**src/rtl/page_buf_pkg.sv**
```systemverilog
// Shared types and constants for the page buffer ownership scheduler.
package page_buf_pkg;

  localparam int DEF_BUF_DEPTH = 2048;
  localparam int DEF_TIMEOUT   = 1024;

  localparam logic OP_PROGRAM = 1'b0;
  localparam logic OP_READ    = 1'b1;

  typedef enum logic [2:0] {
    ST_IDLE       = 3'd0,
    ST_HOST_FILL  = 3'd1,
    ST_NAND_DRAIN = 3'd2,
    ST_NAND_FILL  = 3'd3,
    ST_HOST_DRAIN = 3'd4,
    ST_FLUSH      = 3'd5
  } state_e;

endpackage

```
**src/rtl/page_buf_sched_xfer_counter.sv**
```systemverilog
// Word counter and stall timer shared by whichever transfer phase is active.
module xfer_counter
  import page_buf_pkg::*;
#(
  parameter int BUF_DEPTH = DEF_BUF_DEPTH,
  parameter int CNT_W     = $clog2(BUF_DEPTH) + 1,
  parameter int TIMEOUT   = DEF_TIMEOUT
) (
  input  logic             clk,
  input  logic             rst_n,
  input  logic             i_clr,
  input  logic             i_strobe,
  input  logic             i_active,
  output logic [CNT_W-1:0] o_cnt,
  output logic             o_last,
  output logic             o_timeout
);

  localparam int TMR_W = $clog2(TIMEOUT + 1);

  logic [CNT_W-1:0] r_cnt;
  logic [TMR_W-1:0] r_timer;

  always_ff @(posedge clk or negedge rst_n) begin
    if (!rst_n) begin
      r_cnt   <= '0;
      r_timer <= '0;
    end else if (i_clr) begin
      r_cnt   <= '0;
      r_timer <= '0;
    end else if (i_strobe) begin
      r_cnt   <= r_cnt + 1'b1;
      r_timer <= '0;
    end else if (i_active) begin
      r_timer <= r_timer + 1'b1;
    end
  end

  // Timeout fires on the idle cycle that would bring the timer up to TIMEOUT.
  assign o_cnt     = r_cnt;
  assign o_last    = i_strobe && (r_cnt == CNT_W'(BUF_DEPTH - 1));
  assign o_timeout = i_active && !i_strobe && (r_timer == TMR_W'(TIMEOUT - 1));

endmodule

```
**src/rtl/page_buf_sched.sv**
```systemverilog
// Hands page buffer ownership between host and NAND controller for one page
// transfer, gating every buffer strobe and reporting completion or error.
module page_buf_sched
  import page_buf_pkg::*;
#(
  parameter int BUF_DEPTH = DEF_BUF_DEPTH,
  parameter int CNT_W     = $clog2(BUF_DEPTH) + 1,
  parameter int TIMEOUT   = DEF_TIMEOUT
) (
  input  logic             clk,
  input  logic             rst_n,
  input  logic             i_cmd_valid,
  input  logic             i_cmd_op,
  output logic             o_cmd_ready,
  input  logic             i_abort,
  input  logic             i_host_wr_req,
  input  logic             i_host_rd_req,
  input  logic             i_nand_wr_req,
  input  logic             i_nand_rd_req,
  output logic             o_buf_sel,
  output logic             o_buf_we,
  output logic             o_buf_re,
  output logic             o_cntrl_sel,
  output logic             o_cntrl_we,
  output logic             o_cntrl_re,
  output logic             o_host_rd_vld,
  output logic             o_nand_rd_vld,
  output logic [CNT_W-1:0] o_host_cnt,
  output logic [CNT_W-1:0] o_nand_cnt,
  output logic             o_busy,
  output logic             o_done,
  output logic             o_err
);

  state_e r_state;
  state_e w_state_next;
  logic   r_op;
  logic   r_phase2;
  logic   r_done;
  logic   r_err;
  logic   r_host_rd_vld;
  logic   r_nand_rd_vld;

  logic             w_accept;
  logic             w_clr;
  logic             w_finish;
  logic             w_fail;
  logic             w_enter_drain;
  logic             w_buf_we;
  logic             w_buf_re;
  logic             w_cntrl_we;
  logic             w_cntrl_re;
  logic             w_active;
  logic             w_strobe;
  logic             w_last;
  logic             w_timeout;
  logic [CNT_W-1:0] w_cnt;

  assign w_accept   = (r_state == ST_IDLE) && i_cmd_valid;
  assign w_buf_we   = (r_state == ST_HOST_FILL)  && i_host_wr_req;
  assign w_buf_re   = (r_state == ST_HOST_DRAIN) && i_host_rd_req;
  assign w_cntrl_we = (r_state == ST_NAND_FILL)  && i_nand_wr_req;
  assign w_cntrl_re = (r_state == ST_NAND_DRAIN) && i_nand_rd_req;
  assign w_strobe   = w_buf_we | w_buf_re | w_cntrl_we | w_cntrl_re;
  assign w_active   = (r_state == ST_HOST_FILL) || (r_state == ST_HOST_DRAIN) ||
                      (r_state == ST_NAND_FILL) || (r_state == ST_NAND_DRAIN);

  xfer_counter #(
    .BUF_DEPTH (BUF_DEPTH),
    .CNT_W     (CNT_W),
    .TIMEOUT   (TIMEOUT)
  ) u_xfer_counter (
    .clk       (clk),
    .rst_n     (rst_n),
    .i_clr     (w_clr),
    .i_strobe  (w_strobe),
    .i_active  (w_active),
    .o_cnt     (w_cnt),
    .o_last    (w_last),
    .o_timeout (w_timeout)
  );

  // Abort and timeout take priority over a coincident final strobe.
  always_comb begin
    w_state_next  = r_state;
    w_clr         = 1'b0;
    w_finish      = 1'b0;
    w_fail        = 1'b0;
    w_enter_drain = 1'b0;
    case (r_state)
      ST_IDLE: begin
        if (i_cmd_valid) begin
          w_clr        = 1'b1;
          w_state_next = (i_cmd_op == OP_READ) ? ST_NAND_FILL : ST_HOST_FILL;
        end
      end
      ST_HOST_FILL, ST_NAND_FILL: begin
        if (i_abort || w_timeout) begin
          w_fail       = 1'b1;
          w_state_next = ST_FLUSH;
        end else if (w_last) begin
          w_clr         = 1'b1;
          w_enter_drain = 1'b1;
          w_state_next  = (r_state == ST_HOST_FILL) ? ST_NAND_DRAIN : ST_HOST_DRAIN;
        end
      end
      ST_NAND_DRAIN, ST_HOST_DRAIN: begin
        if (i_abort || w_timeout) begin
          w_fail       = 1'b1;
          w_state_next = ST_FLUSH;
        end else if (w_last) begin
          w_finish     = 1'b1;
          w_state_next = ST_FLUSH;
        end
      end
      ST_FLUSH: w_state_next = ST_IDLE;
      default:  w_state_next = ST_IDLE;
    endcase
  end

  always_ff @(posedge clk or negedge rst_n) begin
    if (!rst_n) begin
      r_state       <= ST_IDLE;
      r_op          <= OP_PROGRAM;
      r_phase2      <= 1'b0;
      r_done        <= 1'b0;
      r_err         <= 1'b0;
      r_host_rd_vld <= 1'b0;
      r_nand_rd_vld <= 1'b0;
    end else begin
      r_state       <= w_state_next;
      r_done        <= w_finish;
      r_err         <= w_fail;
      r_host_rd_vld <= w_buf_re;
      r_nand_rd_vld <= w_cntrl_re;
      if (w_accept) begin
        r_op     <= i_cmd_op;
        r_phase2 <= 1'b0;
      end else if (w_enter_drain) begin
        r_phase2 <= 1'b1;
      end
    end
  end

  // The shared counter tracks the current phase; a completed fill phase
  // always moved exactly BUF_DEPTH words.
  always_comb begin
    if (r_op == OP_PROGRAM) begin
      o_host_cnt = r_phase2 ? CNT_W'(BUF_DEPTH) : w_cnt;
      o_nand_cnt = r_phase2 ? w_cnt : '0;
    end else begin
      o_host_cnt = r_phase2 ? w_cnt : '0;
      o_nand_cnt = r_phase2 ? CNT_W'(BUF_DEPTH) : w_cnt;
    end
  end

  assign o_cmd_ready   = (r_state == ST_IDLE);
  assign o_busy        = (r_state != ST_IDLE);
  assign o_buf_sel     = (r_state == ST_HOST_FILL) || (r_state == ST_HOST_DRAIN);
  assign o_cntrl_sel   = (r_state == ST_NAND_FILL) || (r_state == ST_NAND_DRAIN);
  assign o_buf_we      = w_buf_we;
  assign o_buf_re      = w_buf_re;
  assign o_cntrl_we    = w_cntrl_we;
  assign o_cntrl_re    = w_cntrl_re;
  assign o_host_rd_vld = r_host_rd_vld;
  assign o_nand_rd_vld = r_nand_rd_vld;
  assign o_done        = r_done;
  assign o_err         = r_err;

endmodule
```
**config.mk**
```make
export PLATFORM = sky130hd
export DESIGN_NAME = page_buf_sched
export DESIGN_NICKNAME = d
export VERILOG_FILES = /design/src/rtl/page_buf_pkg.sv /design/src/rtl/page_buf_sched_xfer_counter.sv /design/src/rtl/page_buf_sched.sv
export SDC_FILE = /design/constraint.sdc
export NUM_CORES = 1
export LEC_CHECK = 0
export BUFFER_PORTS_ARGS = -buffer_cell sky130_fd_sc_hd__buf_4
export CORE_ASPECT_RATIO = 0.5
export CORE_MARGIN = 10
export CORE_UTILIZATION = 53
export DETAILED_ROUTE_END_ITERATION = 7
export GPL_ROUTABILITY_DRIVEN = 0
export PLACE_DENSITY_LB_ADDON = 0.1
export SETUP_SLACK_MARGIN = 0.02
export SLEW_MARGIN = 20
export SYNTH_ARGS = -nofsm -noshare
export SYNTH_HDL_FRONTEND = slang
export SYNTH_SLANG_ARGS = --single-unit
```
**constraint.sdc**
```tcl
create_clock -name clk -period 2.3 [get_ports clk]
set_clock_uncertainty 0.1 [all_clocks]
set_input_delay 0.23 -clock clk [delete_from_list [all_inputs] [get_ports clk]]
set_output_delay 0.23 -clock clk [all_outputs]
set_load 0.005 [all_outputs]
```
======== Word level (Yosys, flattened, before mapping) ========
Cells that the tools add are included.
storage, ports and cells
  logic and storage cells ................. 73
  register bits after elaboration ......... 32
  output and inout port bits .............. 36
cells by class
  multiplexer cells ....................... 27
  equal/unequal tests ..................... 9
  bitwise operators ....................... 3
  reduce and logical (&&, ||, !) cells .... 23
  add/subtract/negate cells ............... 2
operators by type and width
  kind                                                               count
  12-bit 2-to-1 mux                                                  6
  11-bit 2-to-1 mux                                                  3
  3-bit 2-to-1 mux                                                   6
  12-bit by 1-bit adder with 12-bit output, second input constant    1
  12-bit by 11-bit == test with 1-bit output, second input constant  1
  11-bit by 1-bit adder with 11-bit output, second input constant    1
  11-bit by 10-bit == test with 1-bit output, second input constant  1
  1-bit 2-to-1 mux                                                   9
  3-bit one-hot mux with 3 select lines                              1
  1-bit logical AND                                                  8
  3-bit by 2-bit == test with 1-bit output, second input constant    2
  3-bit by 2-bit != test with 1-bit output, second input constant    2
  3-bit nonzero test                                                 2
  1-bit logical OR                                                   5
  2-bit nonzero test                                                 2
  2-bit OR reduction                                                 2
  4-bit OR reduction                                                 1
  3-bit by 1-bit == test with 1-bit output, second input constant    1
  3-bit == test, second input constant                               1
  3-bit zero test                                                    1
  1-bit bitwise OR                                                   3
  3-bit AND reduction                                                1
  2-bit 2-to-1 mux                                                   1
  2-bit != test, second input constant                               1
  other kinds (2)                                                    2

======== Depth between registers and ports, before layout ========
  word-level depth ........................ 13
  depth in mapped cells ................... 7
  mapped depth without buffers ............ 6

======== Hierarchy ========
A second synthesis with hierarchy kept.
unflattened totals
  cell total of the unflattened synthesis .. 202
  area total of the unflattened synthesis .. 1903.1 um^2
modules (own cells, without submodules)
  module          times used  cells each  area each (um^2)
  xfer_counter    1           119         1172.4
  page_buf_sched  1           83          730.7

======== Worst setup path after synthesis ========
OpenSTA, ideal clock, no wires.
  path type ............................... register -> register
  from .................................... register r_state[0]
  to ...................................... register r_state[0]
  required time ........................... 2.058 ns
  buffers on the path ..................... 1
  arrival time ............................ 1.626 ns
  path slack .............................. 0.432 ns
  stages on the path, launching flop included .. 7
  path through ............................ dfrtp_1 > buf_2 > or3_1 > nand3_1 > nor4_4 > o311ai_0 > nand4_1
on the way
  cells in the longest elaborated chain, start to end .. 11
ends and longest elaborated chain
  item                                                                                    line                                         source
  start, declared                                                                         page_buf_sched.sv:35                         state_e r_state;
  start signal, assigned                                                                  page_buf_sched.sv:131                        r_state <= w_state_next;
  3-bit by 1-bit == test with 1-bit output or 3-bit == test (tied branches)               n/a
  1-bit logical AND (on tied branches)                                                    page_buf_sched.sv:60, page_buf_sched.sv:61
  1-bit bitwise OR (3 in series)                                                          page_buf_sched.sv:64                         assign w_strobe = w_buf_we | w_buf_re | w_cntrl_we | w_cntrl_re;
  1-bit zero test                                                                         page_buf_sched_xfer_counter.sv:42            assign o_timeout = i_active && !i_strobe && (r_timer == TMR_W'(TIMEOUT - 1));
  1-bit logical AND (2 in series)                                                         page_buf_sched_xfer_counter.sv:42
  1-bit logical OR                                                                        page_buf_sched.sv:98, page_buf_sched.sv:108
  3-bit by 2-bit != test with 1-bit output (no line), or another cell as far along        n/a
  3-bit AND reduction (no line) or 3-bit one-hot mux with 3 select lines (tied branches)  n/a
Parallel ways exist; a longest one is shown, timed or not.
A chain may end at the register's enable or synchronous reset.

======== Worst setup path after layout ========
  from .................................... register r_state[0]
  to ...................................... register u_xfer_counter.r_cnt[10], in the netlist u_xfer_counter.o_cnt[10]
on the way
  cells in the longest elaborated chain, start to end .. 12
ends and longest elaborated chain
  item                                                                       line                                        source
  3-bit by 1-bit == test with 1-bit output or 3-bit == test (tied branches)  n/a
  1-bit logical AND (on tied branches)                                       page_buf_sched.sv:60, page_buf_sched.sv:61
  1-bit bitwise OR (3 in series)                                             page_buf_sched.sv:64
  1-bit zero test                                                            page_buf_sched_xfer_counter.sv:42
  1-bit logical AND (2 in series)                                            page_buf_sched_xfer_counter.sv:42
  1-bit logical OR                                                           page_buf_sched.sv:98                        if (i_abort || w_timeout) begin
  1-bit 2-to-1 mux                                                           page_buf_sched.sv:98
  1-bit one-hot mux with 2 select lines                                      page_buf_sched.sv:90                        case (r_state)
  12-bit 2-to-1 mux or 2-bit nonzero test (tied branches)                    n/a
  end signal, assigned                                                       page_buf_sched_xfer_counter.sv:32           r_cnt <= r_cnt + 1'b1;
  end, declared                                                              page_buf_sched_xfer_counter.sv:21           logic [CNT_W-1:0] r_cnt;
Parallel ways exist; a longest one is shown, timed or not.

==> run summary <==
result of the run: completed
Die Footprint: 6504 µm²
Max Used Layer: met4
Final Hold Viols: 0
achievable frequency: 0.4725 GHz
via density per instance: 5.392
EDFF count, synth: 0
first-pass GRT wire length: 7541 µm
maximum clock insertion buffer count: 2
DPL Wire Length: 3425 µm
Std-Cell Rows: 15
Setup CP Type: reg -> reg
Rel. slew slack: 56.39%
pin count of the biggest net entering global routing: 33
count of distinct cell types in the synthesized netlist: 45
starting utilization of the core area: 55.08%
Max-Cap Viols: 0
RSZ-0062 raised after global routing: no
worst reg2reg path depth: 5
Overall Global Routing Usage: 13.69%
Die Width: 104.5 µm
routed via count: 1650
IR Drop Worst-Case VDD: 621.5 µV
wire length per cell after detailed routing: 14.61 µm
total wire length after detailed routing: 4471 µm
clock root cell: sky130_fd_sc_hd__clkbuf_8
CTS tree: yes
Die H: 62.25 µm
post-synthesis simple-gate area fraction: 31.42%
cell type with the highest aggregate area in the netlist: sky130_fd_sc_hd__dfrtp_1
combinational family with the most area after synthesis: simple AND/OR/NAND/NOR gates
clock buffers created by TritonCTS: 5
most used flip-flop cell after synthesis: sky130_fd_sc_hd__dfrtp_1
detailed-router iteration count before antenna repair: 4
count of pins over their slew limit: 0
critical-path maximum fanout: 12
share of synthesized flip-flops with an asynchronous set or reset: 100.0%
routed length on met2: 2246 µm
n_diodes: 0
Synth Area in Adders: 1.323%
sum of met3 wire segment lengths after detailed routing: 252 µm
fraction of layout cells with a size suffix above 1: 23.92%
H-tree depth: 2
shortest period the worst path allows: 2.116 ns
most frequent cells in the layout: sky130_fd_sc_hd__buf_4 (49), sky130_fd_sc_hd__dfrtp_1 (32), sky130_fd_sc_hd__nor2_1 (26), sky130_fd_sc_hd__and2_1 (20), sky130_fd_sc_hd__nand2_1 (14)
Required @ worst endpoint: 2.35 ns
clk sinks: 32
data arrival at the endpoint of the critical path: 2.16 ns
syn avg cell area: 9.184 µm²
flop and latch count out of synthesis: 32
overall power: 2.324 mW
worst hold path class: in -> reg
critical path startpoint category: register
compound-cell area share of the yosys netlist: 9.524%
gr ovfl total: 0
count of cells resized by post-cts repair: 0
clock transition at the registers of the reported paths: 0.06 ns
number of buffers added on ports: 44
Yosys warnings: 0
layout-stage area growth over the synthesis result: 25.79%
number of global-route vias before repair: 1607
biggest area contributors in the synthesized netlist: sky130_fd_sc_hd__dfrtp_1 (42%), sky130_fd_sc_hd__and2_1 (6.6%), sky130_fd_sc_hd__xnor2_1 (5.6%)
area of the mapped netlist: 1892 µm²
Static Leakage: 1.107 nW
portion of netlist area occupied by mux cells: 1.918%
sequential element share of the synthesized area: 42.33%
NumNets Final: 265
Yosys top cell area share: 42.33%
WL met1: 1937 µm
fraction of synthesized cell area in xor and xnor cells: 10.19%
placeable core region: 3435 µm²
commonest non-fill, non-tap cell in the layout: sky130_fd_sc_hd__buf_4
number of instances on the worst hold path: 2
element type at the critical path end: register
DRC marker count from the first detailed-route iteration: 66
sum of negative setup slack: 0 ns
Antenna Violating Nets Remaining: 0
synthesized netlist net count: 217
power per cell area: 976.5 nW/µm²
actual transition at the worst max-transition pin: 0.6495 ns
number of flip-flops in the largest register: 12
Syn Inst Count: 206
count of pins on the block boundary: 45
total setup violations reported at the end of the flow: 0
later-pin clock latency in the skew report: 0.28 ns
final clock period utilization by the worst path: 92.01%
DRC: 0
initial antenna violation count: 0
-- critical path, cell delays in order, from the launching register on --
cell and delay (ns):
sky130_fd_sc_hd__dfrtp_1 0.43, sky130_fd_sc_hd__and4bb_1 0.40, sky130_fd_sc_hd__a211o_1 0.32, sky130_fd_sc_hd__nand4_1 0.23, sky130_fd_sc_hd__nand2_1 0.38, sky130_fd_sc_hd__nor2_1 0.12
-- where the power goes --
group / internal (mW) / switching (mW)
Clock: 0.244 / 0.198
Sequential: 0.660 / 0.122
Combinational: 0.483 / 0.617
-- synth_stat cells (all sizes together) (3+ instances only) --
library cell / count
dfrtp: 32
nor2: 26
and2: 20
nand2: 14
xnor2: 12
xor2: 10
a21oi: 9
nand4: 9
nand3: 8
nor3: 7
nor4: 6
buf: 5
inv: 5
clkbuf: 4
and3: 3
o21ai: 3
or3: 3
-- kinds of logic after synthesis --
group                    after synthesis
adder cells (fa/ha/maj)                2
AO/OA/AOI/OAI                         26
XOR/XNOR                              22
multiplexers                           3
flip-flops                            32
AND/OR/NAND/NOR                      107
buffers and inverters                 14
-- layer usage --
layer,vias to the layer above,global-route usage [%]
met3,5,4.733
li1,816,-
met4,0,3.793
met1,783,15.38
met2,46,24.14
met5,-,0
-- path summary, 6_finish.rpt --
kind                                                  startpoint                                    end  slack (ns)
setup / recovery                          r_state[0]$_DFFE_PN0P_   u_xfer_counter.o_cnt[10]$_DFFE_PN0P_        0.18
min in group asynchronous                                  rst_n  u_xfer_counter.r_timer[6]$_DFFE_PN0P_        0.32
setup reg to reg                          r_state[0]$_DFFE_PN0P_   u_xfer_counter.o_cnt[10]$_DFFE_PN0P_        0.18
hold / removal                                          i_cmd_op                       r_op$_DFFE_PN0P_        0.09
max in group asynchronous                                  rst_n                       o_done$_DFF_PN0_        1.48
hold reg to reg            u_xfer_counter.r_timer[9]$_DFFE_PN0P_  u_xfer_counter.r_timer[9]$_DFFE_PN0P_        0.46
-- area by class of cell --
type,instances,area [µm²]
Fill cell,285,1055
Multi-Input combinational cell,160,1028
Sequential cell,32,800.8
Timing Repair Buffer,50,377.9
Clock buffer,8,90.09
Tap cell,51,63.81
Inverter,5,18.77
-- per-stage QoR --
stage | util, % | area, µm² | worst slack, ns | std cells | hold WS, ns
finish | 69.29 | 2380 | 0.1837 | 306 | 0.09372
global route | 69.29 | 2380 | 0.04594 | 306 | 0.09658
CTS | 69.29 | 2380 | 0.2052 | 306 | 0.09043
detailed placement | 66.38 | 2280 | 0.2138 | 297 | 0.08922
global placement | 66.38 | 2280 | 0.2575 | 297 | 0.08315
floorplan | - | 1892 | 0.4320 | 206 | -0.1656
-- timing repair --
item	4_1_cts	5_1_grt
hold buffers	1	0
buffers inserted	0	0
endpoints found under the hold margin	32	0
(Power assumes the default switching activity.)
